### src/rtl/net_pkg.sv
// net_pkg: state encoding and framing constants shared by the net transmit path.
package net_pkg;
  typedef enum logic [2:0] {IDLE, PRE, SFD, PAYLOAD, DRAIN, IFG} state_t;
  localparam logic [7:0] PREAMBLE_BYTE = 8'h55;
  localparam logic [7:0] SFD_BYTE = 8'hD5;
  localparam logic [2:0] PRE_LEN = 3'd7;
endpackage

### src/rtl/rr_arb2.sv
// rr_arb2: two-way round-robin arbiter; a tie goes to the source not granted last.
module rr_arb2 (
  input  logic       clk,
  input  logic       rst_n,
  input  logic [1:0] req,
  input  logic       advance,
  output logic [1:0] gnt
);
  logic last;
  always_comb gnt = (req == 2'b11) ? (last ? 2'b01 : 2'b10) : req;
  always_ff @(posedge clk) begin
    if (!rst_n) last <= 1'b1;
    else if (advance) last <= gnt[1];
  end
endmodule

### src/rtl/net_tx_arb.sv
// net_tx_arb: shares one GMII transmit path between two frame sources, adding preamble/SFD,
// inter-frame gap, underrun abort and max-length truncation.
module net_tx_arb
  import net_pkg::*;
#(
  parameter int IFG_LEN = 12,
  parameter int MAX_LEN = 1518,
  parameter int CNT_W   = 16
) (
  input  logic             clk125,
  input  logic             rst_n,
  input  logic [1:0]       req,
  output logic [1:0]       gnt,
  input  logic [7:0]       s0_data,
  input  logic             s0_valid,
  input  logic             s0_last,
  output logic             s0_ready,
  input  logic [7:0]       s1_data,
  input  logic             s1_valid,
  input  logic             s1_last,
  output logic             s1_ready,
  output logic [7:0]       gmii_txd,
  output logic             gmii_tx_en,
  output logic             gmii_tx_er,
  output logic             busy,
  output logic [CNT_W-1:0] underrun_cnt,
  output logic [CNT_W-1:0] trunc_cnt
);
  localparam int IW = $clog2(IFG_LEN + 1);
  localparam logic [IW-1:0] IFG_LD = IW'(IFG_LEN - 1);
  localparam logic [10:0] MAX_L = 11'(MAX_LEN);
  state_t state;
  logic sel;
  logic [10:0] cnt;
  logic [2:0] pre_cnt;
  logic [IW-1:0] ifg_cnt;
  logic [1:0] arb_gnt;
  logic [7:0] data;
  logic valid, last, take;
  assign data = sel ? s1_data : s0_data;
  assign valid = sel ? s1_valid : s0_valid;
  assign last = sel ? s1_last : s0_last;
  assign take = (state == PAYLOAD) || (state == DRAIN);
  assign s0_ready = take && !sel;
  assign s1_ready = take && sel;
  assign busy = state != IDLE;
  rr_arb2 u_arb (
    .clk(clk125),
    .rst_n(rst_n),
    .req(req),
    .advance(state == IDLE && |req),
    .gnt(arb_gnt)
  );
  always_ff @(posedge clk125) begin
    if (!rst_n) begin
      state <= IDLE;
      sel <= 1'b0;
      cnt <= '0;
      pre_cnt <= '0;
      ifg_cnt <= '0;
      gnt <= '0;
      gmii_txd <= '0;
      gmii_tx_en <= 1'b0;
      gmii_tx_er <= 1'b0;
      underrun_cnt <= '0;
      trunc_cnt <= '0;
    end else begin
      gnt <= '0;
      gmii_txd <= '0;
      gmii_tx_en <= 1'b0;
      gmii_tx_er <= 1'b0;
      case (state)
        IDLE: if (|req) begin
          gnt <= arb_gnt;
          sel <= arb_gnt[1];
          pre_cnt <= '0;
          cnt <= '0;
          state <= PRE;
        end
        PRE: begin
          gmii_txd <= PREAMBLE_BYTE;
          gmii_tx_en <= 1'b1;
          pre_cnt <= pre_cnt + 3'd1;
          if (pre_cnt == PRE_LEN - 3'd1) state <= SFD;
        end
        SFD: begin
          gmii_txd <= SFD_BYTE;
          gmii_tx_en <= 1'b1;
          state <= PAYLOAD;
        end
        PAYLOAD: begin
          gmii_tx_en <= 1'b1;
          if (!valid) begin
            gmii_tx_er <= 1'b1;
            underrun_cnt <= underrun_cnt + {{(CNT_W-1){1'b0}}, ~&underrun_cnt};
            ifg_cnt <= IFG_LD;
            state <= IFG;
          end else if (cnt == MAX_L && !last) begin
            // the over-length byte is consumed and replaced by the abort marker
            gmii_tx_er <= 1'b1;
            trunc_cnt <= trunc_cnt + {{(CNT_W-1){1'b0}}, ~&trunc_cnt};
            state <= DRAIN;
          end else begin
            gmii_txd <= data;
            cnt <= cnt + 11'd1;
            if (last) begin
              ifg_cnt <= IFG_LD;
              state <= IFG;
            end
          end
        end
        DRAIN: if (valid && last) begin
          ifg_cnt <= IFG_LD;
          state <= IFG;
        end
        IFG: if (ifg_cnt == '0) state <= IDLE; else ifg_cnt <= ifg_cnt - 1'b1;
        default: state <= IDLE;
      endcase
    end
  end
endmodule
### config.mk
export PLATFORM = sky130hd
export DESIGN_NAME = net_tx_arb
export DESIGN_NICKNAME = d
export VERILOG_FILES = /design/src/rtl/net_pkg.sv /design/src/rtl/rr_arb2.sv /design/src/rtl/net_tx_arb.sv
export SDC_FILE = /design/constraint.sdc
export NUM_CORES = 1
export LEC_CHECK = 0
export BUFFER_PORTS_ARGS = -buffer_cell sky130_fd_sc_hd__buf_2
export CAP_MARGIN = 10
export CORE_UTILIZATION = 58
export DETAILED_ROUTE_END_ITERATION = 10
export PLACE_DENSITY = 0.8
export REMOVE_ABC_BUFFERS = 1
export SLEW_MARGIN = 20
export SYNTH_ARGS = -nofsm -noshare
export SYNTH_HDL_FRONTEND = slang
export SYNTH_SLANG_ARGS = --single-unit
### constraint.sdc
create_clock -name clk125 -period 4.35 [get_ports clk125]
set_input_delay 1.305 -clock clk125 [delete_from_list [all_inputs] [get_ports clk125]]
set_output_delay 1.305 -clock clk125 [all_outputs]
set_load 0.005 [all_outputs]
==> report_table.html, run 1 <==
<table>
<tr><th>Metric</th><th>Value</th></tr>
<tr><th colspan="2">Synthesis</th></tr>
<tr><td>Most common flop cell mapped by yosys</td><td>dfxtp_1</td></tr>
<tr><td>Cell area after synthesis</td><td>3280 sq um</td></tr>
<tr><td>Library cell with the highest instance count after synthesis</td><td>dfxtp_1</td></tr>
<tr><td>Post-synthesis sequential element count</td><td>67</td></tr>
<tr><td>Unique cell type count in the Yosys netlist</td><td>53</td></tr>
<tr><td>Area leader, netlist</td><td>dfxtp_1</td></tr>
<tr><td>Synthesized instance count</td><td>roughly 390</td></tr>
<tr><td>Synth cell count leaders</td><td>67 x dfxtp_1, 48 x nor2_1, 36 x nand2_1</td></tr>
<tr><td>Fraction of registers with async set/reset</td><td>0</td></tr>
<tr><td>Part of the Yosys area used for sequential elements</td><td>0.409</td></tr>
<tr><td>Share of the synthesized area in the top cell type</td><td>0.409</td></tr>
<tr><td>Syn Area/Cell</td><td>8.52 sq um</td></tr>
<tr><td>Number of flops mapped to enable cells by yosys</td><td>0</td></tr>
<tr><td>Cell types with the largest area share after synthesis</td><td>dfxtp_1 41%, nor2_1 5.5%, xor2_1 4.8%</td></tr>
<tr><td>Number of warnings printed during yosys synthesis</td><td>0</td></tr>
<tr><th colspan="2">Pwr</th></tr>
<tr><td>Internal</td><td>roughly 1.1 mW</td></tr>
<tr><td>Combinational share of power</td><td>0.214</td></tr>
<tr><td>Share of total power in sequential cells</td><td>0.464</td></tr>
<tr><td>Switching share of power</td><td>0.299</td></tr>
<tr><td>IR Drop Worst-Case VDD</td><td>0.258 mV</td></tr>
<tr><td>Total power density per cell area</td><td>between 400 and 500 nW/um^2</td></tr>
<tr><td>Overall power consumption</td><td>between 1.5 and 2 mW</td></tr>
<tr><td>Clk pwr share</td><td>0.322</td></tr>
<tr><td>Sw power</td><td>roughly 460 uW</td></tr>
<tr><td>P_leak</td><td>1.53 nW</td></tr>
<tr><th colspan="2">Final layout</th></tr>
<tr><td>Area taken by multi-input logic gates</td><td>1810 sq um</td></tr>
<tr><td>Cell Count, Final, Fillers Out</td><td>527</td></tr>
<tr><td>Diodes inserted</td><td>0</td></tr>
<tr><td>Filler Cell Count</td><td>453</td></tr>
<tr><td>Layout area overhead</td><td>17.2%</td></tr>
<tr><td>Sequential Area</td><td>1340 sq um</td></tr>
<tr><td>Layout cells sized above 1</td><td>0.218</td></tr>
<tr><td>Final #Nets</td><td>483</td></tr>
<tr><td>Layout Utilization</td><td>0.703</td></tr>
<tr><td>Final cell area excluding filler cells</td><td>3850 sq um</td></tr>
<tr><th colspan="2">Die</th></tr>
<tr><td>Number of I/O pins</td><td>71</td></tr>
<tr><td>Area of the core</td><td>5470 sq um</td></tr>
<tr><td>Initial core utilization</td><td>0.600</td></tr>
<tr><td># rows</td><td>27</td></tr>
<tr><td>Floorplan die height</td><td>77.2 um</td></tr>
<tr><td>Chip Width</td><td>77.2 um</td></tr>
<tr><td>Die footprint</td><td>5960 sq um</td></tr>
<tr><th colspan="2">Global routing</th></tr>
<tr><td>First-pass GRT wire length</td><td>~12,000 um</td></tr>
<tr><td>Total congestion overflow</td><td>0</td></tr>
<tr><td>Largest net degree at the start of global routing</td><td>19</td></tr>
<tr><td>Via count of the first global-routing pass</td><td>2,824</td></tr>
<tr><td>GRT Overall Usage</td><td>0.252</td></tr>
<tr><td>Number of antenna violations at the first check in global routing</td><td>0</td></tr>
<tr><th colspan="2">Critical path</th></tr>
<tr><td>Launching point of the worst reg2reg path</td><td>trunc_cnt[2]$_SDFFE_PN0P_</td></tr>
<tr><td>Crit path DAT</td><td>1.72 ns</td></tr>
<tr><td>Critical path fanouts, max</td><td>14</td></tr>
<tr><td>Setup crit start kind</td><td>flip-flop</td></tr>
<tr><td>Critical path endpoint category</td><td>primary output</td></tr>
<tr><td>Crit Path Class</td><td>flip-flop to primary output</td></tr>
<tr><td>Reg-to-Reg End</td><td>trunc_cnt[12]$_SDFFE_PN0P_</td></tr>
<tr><td>Required arrival time at the worst endpoint</td><td>3.04 ns</td></tr>
<tr><td>Register-to-register setup slack</td><td>1.43 ns</td></tr>
<tr><td>Number of cell instances on the worst register-to-register path</td><td>9</td></tr>
<tr><th colspan="2">Placed design</th></tr>
<tr><td>Gpl congestion</td><td>0.806</td></tr>
<tr><td>Buffers on Ports</td><td>70</td></tr>
<tr><td>Post-DP HPWL</td><td>4990 um</td></tr>
<tr><td>Placed inst area</td><td>3660 sq um</td></tr>
<tr><td>Worst slack, placed</td><td>approximately 1.2 ns</td></tr>
<tr><td>Placed Instances</td><td>between 500 and 600</td></tr>
<tr><th colspan="2">Drt</th></tr>
<tr><td>Routed vias</td><td>between 2,000 and 3,000</td></tr>
<tr><td>DR vias/cell</td><td>5.62</td></tr>
<tr><td>Overall routed net length</td><td>just under 7000 um</td></tr>
<tr><td>Post-DRT Antenna Nets</td><td>0</td></tr>
<tr><td>Metal3 WL</td><td>321 um</td></tr>
<tr><td>Met2 wire len</td><td>3290 um</td></tr>
<tr><td>Number of detailed-routing iterations run before antenna repair</td><td>4</td></tr>
<tr><td>Initial DRC count</td><td>123</td></tr>
<tr><td>Highest routing layer actually used</td><td>met4</td></tr>
<tr><td>Routed WL per cell</td><td>13.2 um</td></tr>
<tr><td>DRC</td><td>0</td></tr>
<tr><td>Sum of routed wire segments on met1</td><td>3100 um</td></tr>
<tr><th colspan="2">STA</th></tr>
<tr><td>Total negative slack</td><td>0 ns</td></tr>
<tr><td>Worst Hold Margin</td><td>0.495 ns</td></tr>
<tr><td>Unrepaired setup endpoints after global routing</td><td>false</td></tr>
<tr><td>Final worst path period share</td><td>0.696</td></tr>
<tr><td>Time the worst path needs with I/O delays and setup</td><td>3.03 ns</td></tr>
<tr><td>Least setup slack across all paths after layout</td><td>~1.3 ns</td></tr>
<tr><td>Hold violation count in the final report</td><td>0</td></tr>
<tr><td>Clock skew after layout</td><td>0.00665 ns</td></tr>
<tr><td>Worst slew slack as a fraction of its limit</td><td>0.465</td></tr>
<tr><td>Peak clock frequency supported by timing</td><td>330 MHz</td></tr>
<tr><td>Actual slew at the worst max-slew pin</td><td>0.795 ns</td></tr>
<tr><td>Max-slew violation count</td><td>0</td></tr>
<tr><td>Number of failing setup endpoints in the final timing report</td><td>0</td></tr>
<tr><th colspan="2">Clock tree</th></tr>
<tr><td>Hold bufs inserted after CTS</td><td>0</td></tr>
<tr><td>Source-to-sink clock delay at the later pin of the worst-skew pair</td><td>0.34 ns</td></tr>
<tr><td>H-tree levels</td><td>3</td></tr>
<tr><td>Maximum clock insertion buffer count</td><td>2</td></tr>
<tr><td>Total CTS buffers</td><td>9</td></tr>
<tr><td>Root buffer cell</td><td>clkbuf_8</td></tr>
<tr><td>Count of instances resized after the clock tree is built</td><td>0</td></tr>
<tr><td>Number of buffers inserted by post-CTS setup repair</td><td>0</td></tr>
<tr><td>Clock-pin slew on the worst setup and hold paths</td><td>0.06 ns</td></tr>
<tr><td>Total clock sinks</td><td>67</td></tr>
<tr><td>TritonCTS clock tree</td><td>built</td></tr>
<tr><th colspan="2">Flow run</th></tr>
<tr><td>Max-cap check violation count</td><td>0</td></tr>
<tr><th colspan="2">Hold path</th></tr>
<tr><td>WHS Endpoint</td><td>trunc_cnt[14]$_SDFFE_PN0P_</td></tr>
<tr><td>Hold wc startpoint</td><td>trunc_cnt[14]$_SDFFE_PN0P_</td></tr>
<tr><td>Path class of the lowest-slack min-delay path</td><td>flip-flop to flip-flop</td></tr>
<tr><td>Hold path depth</td><td>2</td></tr>
<tr><th colspan="2">Outcome</th></tr>
<tr><td>Status</td><td>completed</td></tr>
</table>
-- power groups by stage --
stage          Combinational [mW]  Sequential, mW  Clock, mW
3_3_place_gp                0.318           0.725          0
6_report                    0.331           0.716      0.497
2_1_floorplan               0.230           0.719          0
4_1_cts                     0.330           0.716      0.507
3_5_place_dp                0.328           0.729          0
5_1_grt                     0.367           0.726      0.534
-- worst max-delay path, cell delays in order, from the launching register on --
cell and delay (ns):
dfxtp_1 0.55, and3b_1 0.29, a21oi_1 0.33, nor2_1 0.06, buf_2 0.15
-- routing by layer --
layer / vias to the layer above / track usage
met4: 0 / 0.162
met5: - / 0
li1: 1496 / -
met2: 77 / 0.427
met3: 26 / 0.0548
met1: 1362 / 0.283
-- registers in the layout (all words and copies together) (netlist names) --
name	count
trunc_cnt	16
underrun_cnt	16
cnt	11
gmii_txd	8
ifg_cnt	4
pre_cnt	3
state	3
gnt	2
gmii_tx_en	1
gmii_tx_er	1
sel	1
u_arb.last	1
-- kinds of logic after synthesis --
group	Yosys count	share of synthesized area
AO/OA/AOI/OAI	61	0.116
AND/OR/NAND/NOR	176	0.285
adder cells (fa/ha/maj)	9	0.0343
multiplexers	15	0.0488
flip-flops	67	0.409
buffers and inverters	32	0.0400
XOR/XNOR	25	0.0667
-- layout make-up --
| class | count | area share |
|---|---|---|
| clock buffer | 14 | 0.0397 |
| clock inverter | 2 | 0.00911 |
| inverter | 14 | 0.0137 |
| multi-input combinational | 286 | 0.470 |
| sequential | 67 | 0.349 |
| tap | 72 | 0.0234 |
| timing repair buffer | 72 | 0.0950 |
-- cells in the final DEF (no fill, tap or decap), types with 2 or more instances in the layout --
| cell type | instances |
|---|---|
| buf_2 | 70 |
| dfxtp_1 | 67 |
| nor2_1 | 48 |
| nand2_1 | 36 |
| a21oi_1 | 26 |
| nand3_1 | 18 |
| xor2_1 | 18 |
| nand4_1 | 14 |
| inv_1 | 13 |
| o21ai_0 | 10 |
| clkbuf_8 | 10 |
| or4_1 | 9 |
| or3_1 | 9 |
| ha_1 | 9 |
| mux2_2 | 8 |
| mux2i_1 | 7 |
| xnor2_1 | 7 |
| and4_1 | 6 |
| nor3_1 | 5 |
| and2_1 | 5 |
| nand3b_1 | 4 |
| o31ai_1 | 4 |
| o21a_1 | 4 |
| clkbuf_1 | 4 |
| nand4b_1 | 3 |
| a211oi_1 | 3 |
| and3b_1 | 2 |
| nor2b_1 | 2 |
| nor4_1 | 2 |
| nand2b_1 | 2 |
| and3_1 | 2 |
| o211ai_1 | 2 |
| a31oi_1 | 2 |
| buf_4 | 2 |
-- worst max path at each step --
stage                                          from                         end  slack [ns]  depth (start not counted)
final                         state[2]$_SDFFE_PN0P_                    s0_ready        1.32                          4
after global routing      trunc_cnt[2]$_SDFFE_PN0P_   trunc_cnt[4]$_SDFFE_PN0P_        1.15                          9
after CTS                     state[2]$_SDFFE_PN0P_                    s0_ready        1.33                          4
after detailed placement                    s0_last  trunc_cnt[12]$_SDFFE_PN0P_        1.16                          6
after global placement                      s0_last  trunc_cnt[14]$_SDFFE_PN0P_        1.26                          6
after floorplan                             s0_last  trunc_cnt[12]$_SDFFE_PN0P_        1.52                          5
No activity file was read; power rests on OpenSTA's default activity.
==> inputs of run 2 (changes only) <==
--- a/config.mk
+++ b/config.mk
@@ -7,9 +7,9 @@
 export LEC_CHECK = 0
 export BUFFER_PORTS_ARGS = -buffer_cell sky130_fd_sc_hd__buf_2
 export CAP_MARGIN = 10
-export CORE_UTILIZATION = 58
+export CORE_UTILIZATION = 54
 export DETAILED_ROUTE_END_ITERATION = 10
-export PLACE_DENSITY = 0.8
+export PLACE_DENSITY = 0.75
 export REMOVE_ABC_BUFFERS = 1
 export SLEW_MARGIN = 20
 export SYNTH_ARGS = -nofsm -noshare
==> constraint.sdc (replaced) <==
create_clock -name clk125 -period 3 [get_ports clk125]
set_input_delay 0.9 -clock clk125 [delete_from_list [all_inputs] [get_ports clk125]]
set_output_delay 0.9 -clock clk125 [all_outputs]
set_load 0.005 [all_outputs]
==> run 2 against run 1 <==
Net effect:
- non-clock buffer count up 7
- clock power up 87%
- global-route usage fell by 2.7 points
- sequential share of layout area shrank 1.0 points
- sequential power rose by 42%
- largest cell class unchanged
- highest routed layer unchanged
==> report_table.html, run 2 (synthesis results as in run 1) <==
<table>
<tr><th>Metric</th><th>Value</th></tr>
<tr><th colspan="2">Critical path</th></tr>
<tr><td>Crit path buf inv count</td><td>0</td></tr>
<tr><td>Cell repeated most along the worst path</td><td>ha_1</td></tr>
<tr><td>Setup crit start kind</td><td>flip-flop</td></tr>
<tr><td>Crit Path Class</td><td>flip-flop to flip-flop</td></tr>
<tr><td>Crit-path max cell delay</td><td>0.53 ns</td></tr>
<tr><td>Critical path's top delay family</td><td>simple AND/OR/NAND/NOR gates</td></tr>
<tr><td>Critical path endpoint category</td><td>flip-flop</td></tr>
<tr><td>Register-to-register setup slack</td><td>about 0.42 ns</td></tr>
<tr><td>Cell chain of the critical path</td><td>and4_1, and2_1, nand4_1, or4_1, ha_1, ha_1, nand3_1, xor2_1, nor2_1</td></tr>
<tr><td>Reg-to-Reg End</td><td>trunc_cnt[2]$_SDFFE_PN0P_</td></tr>
<tr><td>Launching point of the worst reg2reg path</td><td>trunc_cnt[2]$_SDFFE_PN0P_</td></tr>
<tr><td>Cell at the slowest stage of the critical path</td><td>or4_1</td></tr>
<tr><td>Crit path DAT</td><td>2.81 ns</td></tr>
<tr><td>Critical path fanouts, max</td><td>11</td></tr>
<tr><td>Number of cell instances on the worst register-to-register path</td><td>9</td></tr>
<tr><td>Required arrival time at the worst endpoint</td><td>3.22 ns</td></tr>
<tr><th colspan="2">Clock tree</th></tr>
<tr><td>Hold bufs inserted after CTS</td><td>0</td></tr>
<tr><td>H-tree levels</td><td>3</td></tr>
<tr><td>Total CTS buffers</td><td>9</td></tr>
<tr><td>Maximum clock insertion buffer count</td><td>2</td></tr>
<tr><td>Count of instances resized after the clock tree is built</td><td>0</td></tr>
<tr><td>TritonCTS clock tree</td><td>built</td></tr>
<tr><td>Clock-pin slew on the worst setup and hold paths</td><td>0.07 ns</td></tr>
<tr><td>Number of buffers inserted by post-CTS setup repair</td><td>0</td></tr>
<tr><td>Root buffer cell</td><td>clkbuf_8</td></tr>
<tr><td>Total clock sinks</td><td>67</td></tr>
<tr><td>Source-to-sink clock delay at the later pin of the worst-skew pair</td><td>0.34 ns</td></tr>
<tr><th colspan="2">Placed design</th></tr>
<tr><td>Gpl congestion</td><td>between 0.8 and 0.9</td></tr>
<tr><td>Buffers on Ports</td><td>70</td></tr>
<tr><td>Post-DP HPWL</td><td>5100 um</td></tr>
<tr><th colspan="2">Drt</th></tr>
<tr><td>DRC</td><td>0</td></tr>
<tr><td>Routed vias</td><td>3,001</td></tr>
<tr><td>Initial DRC count</td><td>141</td></tr>
<tr><td>DR vias/cell</td><td>5.59</td></tr>
<tr><td>Routed WL per cell</td><td>13.0 um</td></tr>
<tr><td>Overall routed net length</td><td>~7000 um</td></tr>
<tr><td>Number of detailed-routing iterations run before antenna repair</td><td>4</td></tr>
<tr><td>Post-DRT Antenna Nets</td><td>0</td></tr>
<tr><th colspan="2">STA</th></tr>
<tr><td>Hold violation count in the final report</td><td>0</td></tr>
<tr><td>Unrepaired setup endpoints after global routing</td><td>false</td></tr>
<tr><td>Total negative slack</td><td>0 ns</td></tr>
<tr><td>Peak clock frequency supported by timing</td><td>about 390 MHz</td></tr>
<tr><td>Actual slew at the worst max-slew pin</td><td>0.817 ns</td></tr>
<tr><td>Max-slew violation count</td><td>0</td></tr>
<tr><td>Clock skew after layout</td><td>around 0.0095 ns</td></tr>
<tr><td>Time the worst path needs with I/O delays and setup</td><td>2.58 ns</td></tr>
<tr><td>Worst slew slack as a fraction of its limit</td><td>0.450</td></tr>
<tr><td>Final worst path period share</td><td>0.861</td></tr>
<tr><td>Number of failing setup endpoints in the final timing report</td><td>0</td></tr>
<tr><th colspan="2">Die</th></tr>
<tr><td>Floorplan die height</td><td>80.0 um</td></tr>
<tr><td>Number of I/O pins</td><td>71</td></tr>
<tr><td># rows</td><td>28</td></tr>
<tr><td>Area of the core</td><td>slightly below 6000 sq um</td></tr>
<tr><td>Initial core utilization</td><td>0.558</td></tr>
<tr><td>Die footprint</td><td>6390 sq um</td></tr>
<tr><td>Chip Width</td><td>80.0 um</td></tr>
<tr><th colspan="2">Final layout</th></tr>
<tr><td>Final #Nets</td><td>490</td></tr>
<tr><td>Highest-count cells in the layout ignoring fill and taps</td><td>70 x buf_2, 67 x dfxtp_1, 48 x nor2_1</td></tr>
<tr><td>Layout area overhead</td><td>20.8%</td></tr>
<tr><td>Top flop regs</td><td>trunc_cnt x16, underrun_cnt x16, cnt x11</td></tr>
<tr><td>Layout cells sized above 1</td><td>0.238</td></tr>
<tr><td>Filler Cell Count</td><td>504</td></tr>
<tr><td>Layout Utilization</td><td>0.673</td></tr>
<tr><td>Diodes inserted</td><td>0</td></tr>
<tr><td>Sequential Area</td><td>1340 sq um</td></tr>
<tr><td>Area taken by multi-input logic gates</td><td>around 1800 sq um</td></tr>
<tr><td>Most common library cell in the layout ignoring fill and taps</td><td>buf_2</td></tr>
<tr><th colspan="2">Pwr</th></tr>
<tr><td>Total power density per cell area</td><td>624 nW/um^2</td></tr>
<tr><td>Switching share of power</td><td>0.286</td></tr>
<tr><td>Sw power</td><td>~710 uW</td></tr>
<tr><td>Combinational share of power</td><td>0.211</td></tr>
<tr><td>P_leak</td><td>1.60 nW</td></tr>
<tr><td>Share of total power in sequential cells</td><td>0.413</td></tr>
<tr><td>Clk pwr share</td><td>0.376</td></tr>
<tr><td>Internal</td><td>1.77 mW</td></tr>
<tr><td>IR Drop Worst-Case VDD</td><td>between 0.3 and 0.4 mV</td></tr>
<tr><th colspan="2">Hold path</th></tr>
<tr><td>Hold wc startpoint</td><td>ifg_cnt[3]$_SDFFE_PN0P_</td></tr>
<tr><td>Path class of the lowest-slack min-delay path</td><td>flip-flop to flip-flop</td></tr>
<tr><td>Hold path depth</td><td>2</td></tr>
<tr><td>WHS Endpoint</td><td>ifg_cnt[3]$_SDFFE_PN0P_</td></tr>
<tr><th colspan="2">Global routing</th></tr>
<tr><td>Number of antenna violations at the first check in global routing</td><td>0</td></tr>
<tr><td>GRT Overall Usage</td><td>0.224</td></tr>
<tr><td>Largest net degree at the start of global routing</td><td>16</td></tr>
<tr><td>First-pass GRT wire length</td><td>11,300 um</td></tr>
<tr><td>Via count of the first global-routing pass</td><td>2,601</td></tr>
<tr><td>Total congestion overflow</td><td>0</td></tr>
<tr><th colspan="2">Flow run</th></tr>
<tr><td>Max-cap check violation count</td><td>0</td></tr>
<tr><th colspan="2">Outcome</th></tr>
<tr><td>Status</td><td>completed</td></tr>
</table>
==> run 2: changes by cell type in the layout (fill, tap and decap cells not counted) <==
| cell | delta |
|---|---|
| clkbuf_1 | -4 |
| buf_4 | +7 |
| clkinvlp_4 | +1 |
| bufinv_16 | +2 |
| inv_6 | +1 |
==> run 2: metal layers <==
layer  track usage  part of all wire  vias up
met5             0                 0        -
met1         0.275              0.46     1394
met2         0.383              0.48       78
met4        0.0964             0.015        0
li1              -                 -     1517
met3        0.0400             0.044       12
==> run 2: metrics by stage <==
step	instance area, sq um	hold slack [ns]	setup WS [ns]	instances	power, mW
floorplan	3200	0.451	0.478	367	1.38
global placement	3710	0.472	0.421	521	1.54
detailed placement	3710	0.474	0.329	521	1.56
CTS	3960	0.485	0.424	537	2.49
global route	3960	0.515	0.192	537	2.60
finish	3960	0.487	0.418	537	2.47
==> run 2: cell type report <==
cell class | instances | area share
clock buffer | 10 | 0.0347
timing repair buffer | 79 | 0.105
sequential | 67 | 0.338
tap | 75 | 0.0237
clock inverter | 6 | 0.0281
multi-input combinational | 286 | 0.456
inverter | 14 | 0.0133
==> run 2: worst register-to-register path, delay by kind of cell (launching register included) <==
kind,cells,cell delay [ns]
xor+xnor,1,0.19
fa+ha+maj,2,0.42
simple gates,6,1.46
flops,1,0.43
==> run 2: worst max-delay path by stage <==
stage	start	end	depth (start not counted)
floorplan	trunc_cnt[2]$_SDFFE_PN0P_	trunc_cnt[2]$_SDFFE_PN0P_	9
global placement	s0_last	trunc_cnt[14]$_SDFFE_PN0P_	6
detailed placement	s0_valid	trunc_cnt[12]$_SDFFE_PN0P_	6
CTS	trunc_cnt[2]$_SDFFE_PN0P_	trunc_cnt[2]$_SDFFE_PN0P_	9
global route	trunc_cnt[2]$_SDFFE_PN0P_	trunc_cnt[8]$_SDFFE_PN0P_	9
finish	trunc_cnt[2]$_SDFFE_PN0P_	trunc_cnt[2]$_SDFFE_PN0P_	9
==> run 2: power groups by stage <==
| stage | combinational (mW) | sequential, mW | clock, mW |
|---|---|---|---|
| finish | 0.522 | 1.02 | 0.931 |
| global route | 0.581 | 1.03 | 0.984 |
| CTS | 0.523 | 1.02 | 0.944 |
| detailed placement | 0.523 | 1.04 | 0 |
| global placement | 0.507 | 1.04 | 0 |
| floorplan | 0.333 | 1.04 | 0 |
==> inputs of run 3 (changes only) <==
--- a/config.mk
+++ b/config.mk
@@ -10,6 +10,7 @@
 export CORE_UTILIZATION = 54
 export DETAILED_ROUTE_END_ITERATION = 10
 export PLACE_DENSITY = 0.75
+export RECOVER_POWER = 50
 export REMOVE_ABC_BUFFERS = 1
 export SLEW_MARGIN = 20
 export SYNTH_ARGS = -nofsm -noshare
==> run 3 against run 2 <==
Net effect:
- total power is 1.0% lower
- clock skew hardly changed
- wire length is 0.99% higher
- critical path depth stayed put
- utilization is 0.98 points lower
- sequential power hardly changed
- global-route usage stayed put
- sequential share of layout area is 0.50 points higher
- clock power hardly changed
- design area is 1.5% lower
- non-clock buffer count stayed put
- largest cell class unchanged
==> report_table.html, run 3 (synthesis results as in run 1) <==
<table>
<tr><th>Metric</th><th>Value</th></tr>
<tr><th colspan="2">Flow run</th></tr>
<tr><td>Max-cap check violation count</td><td>0</td></tr>
<tr><th colspan="2">STA</th></tr>
<tr><td>Clock skew after layout</td><td>0.00912 ns</td></tr>
<tr><td>Total negative slack</td><td>0 ns</td></tr>
<tr><td>Peak clock frequency supported by timing</td><td>385 MHz</td></tr>
<tr><td>Number of failing setup endpoints in the final timing report</td><td>0</td></tr>
<tr><td>Unrepaired setup endpoints after global routing</td><td>false</td></tr>
<tr><td>Max-slew violation count</td><td>0</td></tr>
<tr><td>Hold violation count in the final report</td><td>0</td></tr>
<tr><td>Actual slew at the worst max-slew pin</td><td>a little over 0.8 ns</td></tr>
<tr><td>Worst slew slack as a fraction of its limit</td><td>0.455</td></tr>
<tr><td>Time the worst path needs with I/O delays and setup</td><td>between 2 and 3 ns</td></tr>
<tr><td>Final worst path period share</td><td>0.867</td></tr>
<tr><th colspan="2">Critical path</th></tr>
<tr><td>Required arrival time at the worst endpoint</td><td>~3.2 ns</td></tr>
<tr><td>Reg-to-Reg End</td><td>trunc_cnt[2]$_SDFFE_PN0P_</td></tr>
<tr><td>Crit path DAT</td><td>2.83 ns</td></tr>
<tr><td>Register-to-register setup slack</td><td>0.40 ns</td></tr>
<tr><td>Number of cell instances on the worst register-to-register path</td><td>9</td></tr>
<tr><td>Critical path endpoint category</td><td>flip-flop</td></tr>
<tr><td>Setup crit start kind</td><td>flip-flop</td></tr>
<tr><td>Critical path fanouts, max</td><td>11</td></tr>
<tr><td>Crit Path Class</td><td>flip-flop to flip-flop</td></tr>
<tr><td>Launching point of the worst reg2reg path</td><td>trunc_cnt[2]$_SDFFE_PN0P_</td></tr>
<tr><th colspan="2">Final layout</th></tr>
<tr><td>Area taken by multi-input logic gates</td><td>around 1800 sq um</td></tr>
<tr><td>Sequential Area</td><td>about 1300 sq um</td></tr>
<tr><td>Highest-count cells in the layout ignoring fill and taps</td><td>67 x dfxtp_1, 48 x nor2_1, 45 x buf_2</td></tr>
<tr><td>Final #Nets</td><td>490</td></tr>
<tr><td>Diodes inserted</td><td>0</td></tr>
<tr><td>Cell Count, Final, Fillers Out</td><td>537</td></tr>
<tr><td>Top flop regs</td><td>trunc_cnt x16, underrun_cnt x16, cnt x11</td></tr>
<tr><td>Layout Utilization</td><td>0.664</td></tr>
<tr><td>Filler Cell Count</td><td>523</td></tr>
<tr><td>Layout area overhead</td><td>19.0%</td></tr>
<tr><td>Layout cells sized above 1</td><td>0.173</td></tr>
<tr><td>Most common library cell in the layout ignoring fill and taps</td><td>dfxtp_1</td></tr>
<tr><th colspan="2">Drt</th></tr>
<tr><td>Number of detailed-routing iterations run before antenna repair</td><td>4</td></tr>
<tr><td>DR vias/cell</td><td>5.56</td></tr>
<tr><td>Initial DRC count</td><td>between 100 and 150</td></tr>
<tr><td>Overall routed net length</td><td>between 7000 and 8000 um</td></tr>
<tr><td>DRC</td><td>0</td></tr>
<tr><td>Routed WL per cell</td><td>about 13 um</td></tr>
<tr><td>Routed vias</td><td>2,987</td></tr>
<tr><td>Post-DRT Antenna Nets</td><td>0</td></tr>
<tr><th colspan="2">Hold path</th></tr>
<tr><td>Hold wc startpoint</td><td>ifg_cnt[3]$_SDFFE_PN0P_</td></tr>
<tr><td>WHS Endpoint</td><td>ifg_cnt[3]$_SDFFE_PN0P_</td></tr>
<tr><td>Hold path depth</td><td>2</td></tr>
<tr><td>Path class of the lowest-slack min-delay path</td><td>flip-flop to flip-flop</td></tr>
<tr><th colspan="2">Clock tree</th></tr>
<tr><td>Total CTS buffers</td><td>9</td></tr>
<tr><td>H-tree levels</td><td>3</td></tr>
<tr><td>Count of instances resized after the clock tree is built</td><td>0</td></tr>
<tr><td>Clock-pin slew on the worst setup and hold paths</td><td>0.07 ns</td></tr>
<tr><td>TritonCTS clock tree</td><td>built</td></tr>
<tr><td>Total clock sinks</td><td>67</td></tr>
<tr><td>Source-to-sink clock delay at the later pin of the worst-skew pair</td><td>about 0.34 ns</td></tr>
<tr><td>Number of buffers inserted by post-CTS setup repair</td><td>0</td></tr>
<tr><td>Root buffer cell</td><td>clkbuf_8</td></tr>
<tr><td>Maximum clock insertion buffer count</td><td>2</td></tr>
<tr><td>Hold bufs inserted after CTS</td><td>0</td></tr>
<tr><th colspan="2">Pwr</th></tr>
<tr><td>IR Drop Worst-Case VDD</td><td>approximately 0.34 mV</td></tr>
<tr><td>P_leak</td><td>~1.5 nW</td></tr>
<tr><td>Total power density per cell area</td><td>627 nW/um^2</td></tr>
<tr><td>Overall power consumption</td><td>roughly 2.4 mW</td></tr>
<tr><th colspan="2">Placed design</th></tr>
<tr><td>Post-DP HPWL</td><td>5100 um</td></tr>
<tr><td>Placed Instances</td><td>521</td></tr>
<tr><td>Buffers on Ports</td><td>70</td></tr>
<tr><td>Gpl congestion</td><td>0.869</td></tr>
<tr><th colspan="2">Die</th></tr>
<tr><td>Chip Width</td><td>80.0 um</td></tr>
<tr><td>Area of the core</td><td>5890 sq um</td></tr>
<tr><td>Initial core utilization</td><td>0.558</td></tr>
<tr><td>Die footprint</td><td>6390 sq um</td></tr>
<tr><td>Floorplan die height</td><td>80.0 um</td></tr>
<tr><td>Number of I/O pins</td><td>between 70 and 80</td></tr>
<tr><td># rows</td><td>28</td></tr>
<tr><th colspan="2">Global routing</th></tr>
<tr><td>First-pass GRT wire length</td><td>11,300 um</td></tr>
<tr><td>Number of antenna violations at the first check in global routing</td><td>0</td></tr>
<tr><td>Via count of the first global-routing pass</td><td>2,601</td></tr>
<tr><td>GRT Overall Usage</td><td>0.224</td></tr>
<tr><td>Total congestion overflow</td><td>0</td></tr>
<tr><td>Largest net degree at the start of global routing</td><td>16</td></tr>
<tr><th colspan="2">Outcome</th></tr>
<tr><td>Status</td><td>completed</td></tr>
</table>
## run 3: worst max-delay path by stage
stage,to,start,slack [ns]
floorplan,trunc_cnt[2]$_SDFFE_PN0P_,trunc_cnt[2]$_SDFFE_PN0P_,0.48
global placement,trunc_cnt[14]$_SDFFE_PN0P_,s0_last,0.42
detailed placement,trunc_cnt[12]$_SDFFE_PN0P_,s0_valid,0.33
CTS,trunc_cnt[2]$_SDFFE_PN0P_,trunc_cnt[2]$_SDFFE_PN0P_,0.42
global route,trunc_cnt[8]$_SDFFE_PN0P_,trunc_cnt[2]$_SDFFE_PN0P_,0.19
finish,trunc_cnt[2]$_SDFFE_PN0P_,trunc_cnt[2]$_SDFFE_PN0P_,0.40
## run 3: layout make-up
cell class	count	share of cell area
sequential	67	0.343
multi-input combinational	286	0.460
timing repair buffer	79	0.0951
tap	75	0.0240
inverter	14	0.0135
clock inverter	6	0.0285
clock buffer	10	0.0352
## run 3: per-stage QoR
stage               setup WS [ns]  hold slack, ns  area, sq um
floorplan                   0.478           0.451         3200
global placement            0.421           0.472         3710
detailed placement          0.329           0.474         3710
CTS                         0.424           0.485         3960
global route                0.192           0.515         3910
finish                      0.400           0.485         3910
## run 3: where the power goes
| part | internal [mW] | switching (mW) |
|---|---|---|
| Combinational | 0.213 | 0.286 |
| Clock | 0.576 | 0.352 |
| Sequential | 0.956 | 0.0652 |
| Total | 1.75 | 0.703 |
## run 3: worst max-delay path, cell delays in order (launching register included)
cell	delay, ns
dfxtp_1	0.43
and4_1	0.24
and2_1	0.22
nand4_1	0.13
or4_1	0.52
ha_1	0.22
ha_1	0.20
nand3_1	0.28
xor2_1	0.19
nor2_1	0.06
## run 3: layer usage
| layer | wire [um] | track usage | vias to the layer above |
|---|---|---|---|
| met2 | 3350 | 0.383 | 79 |
| met4 | 114 | 0.0964 | 0 |
| met3 | 321 | 0.0400 | 12 |
| met1 | 3270 | 0.275 | 1381 |
| met5 | 0 | 0 | - |
| li1 | - | - | 1515 |
